`config.mk`:
```
export PLATFORM = sky130hd
export DESIGN_NAME = pipe_skid_register
export DESIGN_NICKNAME = d
export VERILOG_FILES = /design/src/rtl/pipe_skid_register.sv
export SDC_FILE = /design/constraint.sdc
export NUM_CORES = 1
export LEC_CHECK = 0
export BUFFER_PORTS_ARGS = -buffer_cell sky130_fd_sc_hd__buf_2
export CELL_PAD_IN_SITES_DETAIL_PLACEMENT = 1
export CELL_PAD_IN_SITES_GLOBAL_PLACEMENT = 2
export CORE_MARGIN = 4
export CORE_UTILIZATION = 31
export DETAILED_ROUTE_END_ITERATION = 10
export GPL_TIMING_DRIVEN = 0
export PLACE_DENSITY = 0.77
export SLEW_MARGIN = 20
export SYNTH_ARGS = -nofsm -noshare
export SYNTH_HDL_FRONTEND = slang
export SYNTH_SLANG_ARGS = --single-unit
```
`constraint.sdc`:
```
create_clock -name clock -period 1.8 [get_ports clock]
set_input_delay 0.27 -clock clock [delete_from_list [all_inputs] [get_ports clock]]
set_output_delay 0.27 -clock clock [all_outputs]
set_load 0.01 [all_outputs]
```
`src/rtl/pipe_skid_register.sv`:
```
// Two-entry skid stage with registered valid/ready on both sides.
// out_data comes straight from the main register; the skid register catches the overflow beat.
module pipe_skid_register #(
    parameter int               WIDTH = 32,
    parameter logic [WIDTH-1:0] INIT  = '0
) (
    input  logic             clock,
    input  logic             reset,
    input  logic             flush,
    input  logic             in_valid,
    output logic             in_ready,
    input  logic [WIDTH-1:0] in_data,
    output logic             out_valid,
    input  logic             out_ready,
    output logic [WIDTH-1:0] out_data,
    output logic [1:0]       occupancy
);

    typedef enum logic [1:0] {
        EMPTY = 2'd0,
        ONE   = 2'd1,
        FULL  = 2'd2
    } state_t;

    state_t           r_state;
    logic             r_in_ready;
    logic             r_out_valid;
    logic [1:0]       r_occ;
    logic [WIDTH-1:0] r_main;
    logic [WIDTH-1:0] r_skid;

    state_t           w_nxt;
    logic             w_in_xfer;
    logic             w_out_xfer;
    logic             w_ld_main_in;
    logic             w_ld_main_skid;
    logic             w_ld_skid;

    assign w_in_xfer  = in_valid & r_in_ready;
    assign w_out_xfer = r_out_valid & out_ready;

    always_comb begin
        w_nxt          = r_state;
        w_ld_main_in   = 1'b0;
        w_ld_main_skid = 1'b0;
        w_ld_skid      = 1'b0;
        case (r_state)
            EMPTY: begin
                if (w_in_xfer) begin
                    w_nxt        = ONE;
                    w_ld_main_in = 1'b1;
                end
            end
            ONE: begin
                if (w_in_xfer && w_out_xfer) begin
                    w_ld_main_in = 1'b1;
                end else if (w_in_xfer) begin
                    w_nxt     = FULL;
                    w_ld_skid = 1'b1;
                end else if (w_out_xfer) begin
                    w_nxt = EMPTY;
                end
            end
            FULL: begin
                if (w_out_xfer) begin
                    w_nxt          = ONE;
                    w_ld_main_skid = 1'b1;
                end
            end
            default: w_nxt = EMPTY;
        endcase
        // Flush wins; any beat accepted on this edge is dropped.
        if (flush) begin
            w_nxt          = EMPTY;
            w_ld_main_in   = 1'b0;
            w_ld_main_skid = 1'b0;
            w_ld_skid      = 1'b0;
        end
    end

    always_ff @(posedge clock or negedge reset) begin
        if (!reset) begin
            r_state     <= EMPTY;
            r_in_ready  <= 1'b1;
            r_out_valid <= 1'b0;
            r_occ       <= 2'd0;
            r_main      <= INIT;
            r_skid      <= INIT;
        end else begin
            r_state     <= w_nxt;
            r_in_ready  <= (w_nxt != FULL);
            r_out_valid <= (w_nxt == ONE) || (w_nxt == FULL);
            r_occ       <= w_nxt;
            if (flush) begin
                r_main <= INIT;
                r_skid <= INIT;
            end else begin
                if (w_ld_main_in)   r_main <= in_data;
                if (w_ld_main_skid) r_main <= r_skid;
                if (w_ld_skid)      r_skid <= in_data;
            end
        end
    end

    assign in_ready  = r_in_ready;
    assign out_valid = r_out_valid;
    assign out_data  = r_main;
    assign occupancy = r_occ;

endmodule

```
==> impl_results.md, run 1 <==
- Status: completed
- Total grt overflow: 0
- Pin count of the biggest net entering global routing: 38
- Port buffer count: between 70 and 80
- Post-DP HPWL: 6310 um
- CORE AREA: approximately 9400 um^2
- Hold WC Path Type: input pin to register
- Total number of vias: 2726
- Slowest stage delay, CP: about 550 ps
- Critical path fanouts, max: 10
- Critical Path Slowest Stage Cell: dfstp_2
- Avg WL per Cell: ~16 um
- FP Rows: 35
- Final TNS setup: 0 ps
- # diodes: 0
- Slew Viols, Final: 0
- Max rail drop VDD: 0.335 mV
- Critical path data arrival time: a little under 2000 ps
- Crit end category: register
- Worst path bufs/invs: 1
- Hold WS: 173 ps
- Initial DRT Pass Iterations: 4
- Post-Syn Area: 3030 um^2
- CP delay by family, top: compound AO/OA/AOI/OAI gates
- Fmax: ~0.6 GHz
- Htree depth: 3
- Post-synth net total: between 300 and 400
- Pwr per Cell Area: 996 nW/um^2
- Dpl ws: -240 ps
- Vias in the first global route: slightly below 3000
- Global-route wire length before repair: between 10000 and 15000 um
- Root Buffer: clkbuf_8
- Placed inst area: between 3000 and 4000 um^2
- Initial DRC count: 113
- MaxCap Viol Count: 0
- Cell count after synthesis: between 300 and 400
- Commonest cells after routing, fill and taps aside: 130 x nand2_1, 73 x buf_2, 67 x dfrtp_1
- CTS Buf Count: 9
- CP startpoint kind: register
- Total global-route track usage: 0.164
- Synth warn: 0
- Cell variety after synth: 23
- Clk Latency, worst-skew pair: ~330 ps
- Routed Antenna Nets: 0
- CTS tree: yes
- Crit path time final: 1710 ps
- Clk pin slew, worst setup/hold paths: about 70 ps
- Setup violators final: 0
- Seq cells post-synth: slightly below 70
- DRT Wirelength: 9110 um
- Max-Slew Margin vs Limit: 0.617
- Area Growth Syn to Fin: 26.6%
- Final Hold Viols: 0
- GPL Wtd Cong: around 0.73
- Clock skew: 9.59 ps
- Final nets: roughly 470
- Clock Sinks: approximately 70
- Initial antenna violation count: 0
- Most common cell after layout, fill and taps aside: nand2_1
- Detail-routed via count per cell: approximately 4.9
- Proportion of layout cells with a drive suffix above 1: 0.263
- Register area share after synthesis: 0.563
- Die X-Extent: between 100 and 150 um
- Post-route DRC: 0
- Worst path cell trace: nand3b_1, o221ai_4, buf_6, nor2_1, a311oi_2
- Syn_area_per_cell: 8.88 um^2
- Finished Core Util: 0.409
- # IOs: 73
- Worst EP required: 2030 ps
- Critical path class: register to register
- Leak Pwr: approximately 0.0018 uW
- PnR worst setup slack: 86.5 ps
- Final period util: 0.952
- Design area: 3830 um^2
- RSZ-0062 raised after global routing: true
- Initial Util: 0.323
- Die area: approximately 11000 um^2
- CTS Buffer Depth: 2
- Actual slew at the worst max-slew pin: 574 ps
- Die height: ~110 um
==> synthesized netlist by cell type <==
library cell / number / area share
buf_2: 10 / 0.017
nand2b_1: 1 / 0.0021
nor2_2: 1 / 0.0021
o21ai_0: 1 / 0.0017
clkbuf_1: 15 / 0.019
nand4b_1: 1 / 0.0029
o221ai_4: 1 / 0.0087
buf_4: 3 / 0.0074
a311oi_1: 32 / 0.093
and2_1: 1 / 0.0021
nor2b_1: 1 / 0.0021
or2_1: 2 / 0.0041
ha_1: 1 / 0.0041
inv_1: 2 / 0.0025
xor2_1: 1 / 0.0029
a21oi_1: 33 / 0.055
nand3b_1: 2 / 0.0050
and3b_1: 1 / 0.0029
a21boi_1: 1 / 0.0025
dfrtp_1: 67 / 0.55
nand2_1: 131 / 0.16
nor2_1: 32 / 0.040
dfstp_2: 1 / 0.0087
==> what timing repair did <==
item,CTS,global route
resized for setup,6,15
setup endpoints to repair,28,61
endpoints found under the hold margin,31,0
hold buffers,1,0
pin swaps,1,1
cloned,0,1
setup buffers,2,3
==> layer usage <==
metal	share of wire	GRT usage	up-vias
met5	0	0	-
met4	0.010	0.0384	0
met3	0.039	0.0373	9
met2	0.49	0.281	53
met1	0.46	0.210	1338
li1	-	-	1326
==> kinds of logic after synthesis <==
| logic type | Yosys count | share of synthesized area |
|---|---|---|
| compound gates | 68 | 0.160 |
| xor+xnor | 1 | 0.00289 |
| fa+ha+maj | 1 | 0.00413 |
| buf+inv | 30 | 0.0451 |
| flops | 68 | 0.563 |
| simple gates | 173 | 0.225 |
==> worst paths after layout <==
path | slack (ps) | end | depth (start not counted) | from
setup / recovery | 90 | out_data[15] | 5 | in_ready
setup reg to reg | 90 | out_data[15] | 5 | in_ready
max in group asynchronous | 780 | in_ready | 3 | reset
hold reg to reg | 520 | r_skid[14] | 2 | r_skid[14]
min in group asynchronous | 420 | occupancy[0] | 2 | reset
hold / removal | 170 | r_skid[4] | 3 | in_data[4]
==> through the flow <==
stage	cells	total power [uW]
after floorplan	341	2360
final	562	3820
after CTS	560	3840
after detailed placement	542	2780
after global routing	562	4100
after global placement	541	2740
==> area by class of cell <==
| class | count | area (um^2) |
|---|---|---|
| timing repair buffer | 78 | 425 |
| inverter | 2 | 7.51 |
| sequential | 68 | 1700 |
| buffer | 26 | 154 |
| tap | 129 | 161 |
| fill | 1151 | 5540 |
| clock inverter | 3 | 15.0 |
| clock buffer | 12 | 135 |
| multi-input combinational | 244 | 1230 |
==> tightest hold or removal path, cell delays in order <==
cell     delay (ps)
buf_2           100
nand2_1          50
a21oi_1          50
==> flip-flops by register name, summed over array words and instances (netlist names) <==
signal,cells
r_skid,32
in_ready,1
out_valid,1
occupancy,2
out_data,32
==> power breakdown <==
part	leakage [uW]	switching, uW	internal [uW]	total (uW)
logic	0.000814	591	380	971
clock network	0.0000800	539	487	1030
registers	0.000911	106	1710	1820
No activity file was read; power rests on OpenSTA's default activity.
==> run 2: changes to the inputs <==
- PLACE_DENSITY: 0.77 -> unset
- PLACE_DENSITY_LB_ADDON: unset -> 0.1
==> impl_results.md, run 2 (synthesized netlist as in run 1, its figures left out) <==
- Status: completed
- DRT Wirelength: 9130 um (+0.20%)
- Finished Core Util: 0.411 (+0.00173)
- Total grt overflow: 0 (unchanged)
- Setup violators final: 0 (unchanged)
- Routed Antenna Nets: 0 (unchanged)
- Vias in the first global route: 2863 (-0.93%)
- Final Hold Viols: 0 (unchanged)
- Worst EP required: 2010 ps (-20 ps)
- Avg WL per Cell: 16.2 um (-0.16%)
- Switching share of power: 0.321 (-0.00317)
- Critical path data arrival time: 1890 ps (-60 ps)
- Hold WC Path Type: input pin to register
- Pin count of the biggest net entering global routing: 48 (+26%)
- Htree depth: 3 (unchanged)
- Layout filler cell count: 1162 (+0.96%)
- Die X-Extent: 107 um (unchanged)
- Flop pwr share: 0.453 (-0.024)
- Placed inst area: 3570 um^2 (+0.21%)
- Total global-route track usage: 0.170 (+0.00604)
- CTS Buf Count: 9 (unchanged)
- Initial antenna violation count: 0 (unchanged)
- Design area: 3850 um^2 (+0.42%)
- Post-route DRC: 0 (unchanged)
- Final nets: 468 (+0.21%)
- Port buffer count: 71 (unchanged)
- FP Rows: 35 (unchanged)
- Post-DP HPWL: 6290 um (-0.30%)
- Clock Sinks: 68 (unchanged)
- Critical path fanouts, max: 10 (unchanged)
- Global-route wire length before repair: 15100 um (+2.7%)
- P_int: 2730 uW (+5.7%)
- Commonest cells after routing, fill and taps aside: 130 x nand2_1, 73 x buf_2, 67 x dfrtp_1
- CTS tree: yes
- Clock share of power: 0.310 (+0.041)
- Pwr per Cell Area: 1040 nW/um^2 (+4.8%)
- Slew Viols, Final: 0 (unchanged)
- Initial Util: 0.323 (unchanged)
- MaxCap Viol Count: 0 (unchanged)
- Final period util: 0.936 (-0.0162)
- Root Buffer: clkbuf_8
- Actual slew at the worst max-slew pin: 522 ps (-52.0 ps)
- Detail-routed via count per cell: 4.81 (-0.76%)
- Crit end category: register
- Clk Latency, worst-skew pair: 340 ps (about the same)
- Clock skew: 6.31 ps (-3.28 ps)
- Initial DRC count: 74 (-35%)
- Die area: 11400 um^2 (unchanged)
- # IOs: 73 (unchanged)
- Initial DRT Pass Iterations: 4 (unchanged)
- Logic pwr share: 0.238 (-0.016)
- CP startpoint kind: register
- CORE AREA: 9370 um^2 (unchanged)
- Critical path class: register to register
- Area Growth Syn to Fin: 27.1%
- Crit path time final: 1680 ps (-29.2 ps)
- Fmax: 0.594 GHz (+1.7%)
- Final TNS setup: 0 ps (unchanged)
- GPL Wtd Cong: 0.691 (-5.7%)
- Clk pin slew, worst setup/hold paths: 80 ps (about the same)
- Die height: 107 um (unchanged)
- # diodes: 0 (unchanged)
- Max rail drop VDD: 0.371 mV (+11%)
- CTS Buffer Depth: 2 (unchanged)
- Sw Pwr: 1290 uW (+4.2%)
- Total number of vias: 2715 (-0.40%)
- Leak Pwr: 0.00182 uW (+0.99%)
- Most common cell after layout, fill and taps aside: nand2_1
- Hold WS: 160 ps (-13.2 ps)
- Proportion of layout cells with a drive suffix above 1: 0.264 (+0.00109)
- Max-Slew Margin vs Limit: 0.652 (+0.0347)
## run 2: cell types whose count changed in the layout (fill, tap and decap cells not counted), sizes merged
cell	delta
buf	+3
clkbuf	-2
bufinv	+1
clkinvlp	+1
o221ai	-1
## run 2: area by class of cell
class	count	area (um^2)	share of cell area
multi-input combinational	243	1200	0.313
inverter	2	7.51	0.00195
sequential	68	1700	0.443
clock buffer	11	131	0.0341
clock inverter	5	52.6	0.0137
buffer	28	156	0.0407
tap	129	161	0.0420
timing repair buffer	78	433	0.113
## run 2: path summary, 6_finish.rpt
| check | from | endpoint | slack (ps) | depth (start not counted) |
|---|---|---|---|---|
| setup reg to reg | in_ready | out_data[13] | 120 | 5 |
| setup / recovery | in_ready | out_data[13] | 120 | 5 |
| max in group asynchronous | reset | r_skid[6] | 880 | 3 |
| min in group asynchronous | reset | out_data[27] | 370 | 2 |
| hold reg to reg | r_skid[25] | r_skid[25] | 520 | 2 |
| hold / removal | in_data[20] | r_skid[20] | 160 | 3 |
## run 2: repair_timing
action	4_1_cts	5_1_grt
resized for setup	5	18
setup buffers	1	4
pin swaps	0	1
hold endpoints to repair	20	0
endpoints found under the setup margin	32	56
gates cloned	0	0
hold buffers	1	0
## run 2: metrics by stage
stage	std cells	power, uW	worst slack [ps]
after CTS	560	4040	1.07
final	564	4020	116
after global placement	541	2750	-263
after floorplan	341	2360	224
after global routing	564	4280	-14.0
after detailed placement	542	2780	-273
## run 2: worst max-delay path: stages (launching register included)
cell	delay [ps]
dfstp_2	550
nand3b_1	110
o221ai_4	310
buf_4	190
clkbuf_2	240
a311oi_1	140
## run 2: routing by layer
| metal | track usage | vias up | share of wire | wire (um) |
|---|---|---|---|---|
| li1 | - | 1321 | - | - |
| met1 | 0.217 | 1328 | 0.45 | 4110 |
| met2 | 0.290 | 56 | 0.50 | 4530 |
| met3 | 0.0355 | 10 | 0.045 | 407 |
| met4 | 0.0466 | 0 | 0.0093 | 85 |
| met5 | 0 | - | 0 | 0 |
## run 2: power groups by stage
stage	clock network [uW]	logic (uW)	registers, uW
global route	1360	1080	1850
global placement	0	908	1840
CTS	1280	939	1820
detailed placement	0	930	1850
floorplan	0	457	1900
finish	1240	955	1820
==> run 3: changes to the inputs <==
- GPL_TIMING_DRIVEN: 0 -> unset
==> impl_results.md, run 3 (synthesized netlist as in run 1, its figures left out) <==
- Actual slew at the worst max-slew pin: 614 ps (+91.9 ps)
- CTS Buf Count: 9 (unchanged)
- Initial DRT Pass Iterations: 4 (unchanged)
- Pin count of the biggest net entering global routing: 57 (+19%)
- Die X-Extent: 107 um (unchanged)
- Vias in the first global route: 2670 (-6.7%)
- Final nets: 450 (-3.8%)
- Final Hold Viols: 0 (unchanged)
- FP Rows: 35 (unchanged)
- DRT Wirelength: 8510 um (-6.8%)
- MaxCap Viol Count: 0 (unchanged)
- Crit path to: out_data[6]
- Initial DRC count: 70 (-5.4%)
- Leak Pwr: 0.00179 uW (-1.7%)
- Layout filler cell count: 1153 (-0.77%)
- Clk Latency, worst-skew pair: 350 ps (about the same)
- Worst EP required: 2040 ps (+30 ps)
- Die height: 107 um (unchanged)
- Hold WC Path Type: input pin to register
- Reg2Reg Depth: 5 (unchanged)
- Post-CTS setup buffers: 0 (-1)
- Critical path data arrival time: 1890 ps (about the same)
- CTS Buffer Depth: 2 (unchanged)
- Root Buffer: clkbuf_8
- Fmax: 0.605 GHz (+1.9%)
- Final TNS setup: 0 ps (unchanged)
- Status: completed
- PnR worst setup slack: 148 ps (+31.9 ps)
- Most common cell after layout, fill and taps aside: nand2_1
- RSZ-0062 raised after global routing: false
- CORE AREA: 9370 um^2 (unchanged)
- Die area: 11400 um^2 (unchanged)
- # diodes: 0 (unchanged)
- Max-Slew Margin vs Limit: 0.591 (-0.0613)
- Initial Util: 0.323 (unchanged)
- Setup violators final: 0 (unchanged)
- Critical path class: register to register
- Htree depth: 3 (unchanged)
- Pwr per Cell Area: 1090 nW/um^2 (+4.4%)
- Commonest cells after routing, fill and taps aside: 131 x nand2_1, 71 x buf_2, 67 x dfrtp_1
- Final period util: 0.918 (-0.0177)
- Clk pin slew, worst setup/hold paths: 80 ps (about the same)
- Total global-route track usage: 0.156 (-0.0137)
- Global-route wire length before repair: 13900 um (-7.7%)
- Reg2Reg Setup Slack: 150 ps (+30 ps)
- Port buffer count: 72 (+1.4%)
- Total number of vias: 2616 (-3.6%)
- Total grt overflow: 0 (unchanged)
- Post-DP HPWL: 5560 um (-12%)
- Worst r2r src: occupancy[0]
- Detail-routed via count per cell: 4.79 (-0.47%)
- Avg WL per Cell: 15.6 um (-3.7%)
- Worst Setup SP: occupancy[0]
- Crit end category: register
- CP startpoint kind: register
- Clock Sinks: 68 (unchanged)
- Area Growth Syn to Fin: 26.3%
- Critical path fanouts, max: 17 (+7)
- CTS tree: yes
- # IOs: 73 (unchanged)
- Crit path time final: 1650 ps (-31.9 ps)
- Post-route DRC: 0 (unchanged)
- Max rail drop VDD: 0.416 mV (+12%)
- Dpl ws: 76.0 ps (+349 ps)
- R2r endpoint: out_data[6]
- Slew Viols, Final: 0 (unchanged)
- GPL Wtd Cong: 0.693 (+0.32%)
- Routed Antenna Nets: 0 (unchanged)
- Clock skew: 9.50 ps (+3.18 ps)
- Initial antenna violation count: 0 (unchanged)
- Proportion of layout cells with a drive suffix above 1: 0.257 (-0.00777)
run 3: how the worst min path moves through the flow:
stage	from	endpoint	slack, ps	cells past startpoint
final	in_data[27]	r_skid[27]	160	3
after global routing	in_data[27]	r_skid[27]	160	3
after CTS	in_data[27]	r_skid[27]	150	3
after detailed placement	reset	out_data[28]	250	1
after global placement	reset	out_data[27]	250	1
after floorplan	reset	occupancy[0]	-30	0
run 3: stage by stage:
step	std cells	utilization	instance area, um^2	hold WS (ps)	power (uW)
6_report	546	0.408	3820	157	4170
4_1_cts	546	0.406	3810	146	4230
5_1_grt	546	0.408	3820	156	4420
2_1_floorplan	341	-	3030	-25.6	2360
3_3_place_gp	529	0.381	3570	253	2760
3_5_place_dp	529	0.381	3570	249	2770
run 3: cell type report:
| class | instances | area, um^2 | area share |
|---|---|---|---|
| multi-input cells | 243 | 1190 | 0.312 |
| inverters | 2 | 7.51 | 0.00196 |
| flip-flops and latches | 68 | 1700 | 0.446 |
| clock buffers | 10 | 138 | 0.0360 |
| well taps | 129 | 161 | 0.0422 |
| clock inverters | 6 | 87.6 | 0.0229 |
| repair buffers | 88 | 531 | 0.139 |
run 3: repair_timing:
action                                  in CTS  in global routing
gates resized for setup                      0                  3
endpoints found under the hold margin       29                  0
hold buffers                                 1                  0
endpoints found under the setup margin       0                  4
run 3: where the power goes:
part	internal, uW	total (uW)	leakage [uW]	switching [uW]
clock network	815	1450	0.000105	630
logic	365	901	0.000776	535
registers	1710	1820	0.000911	106
run 3: worst max-delay path, stage by stage (launching register included):
cell	delay, ps
dfrtp_1	410
nand4b_1	340
nor2_2	230
buf_6	210
nand2_1	70
a311oi_1	280
run 3: per-layer routing:
metal  vias to the layer above  GRT usage  wire, um
met1                      1273      0.206      3830
met4                         0     0.0521       112
met2                        48      0.257      4240
met5                         -          0         0
met3                        10     0.0295       328
li1                       1285          -         -
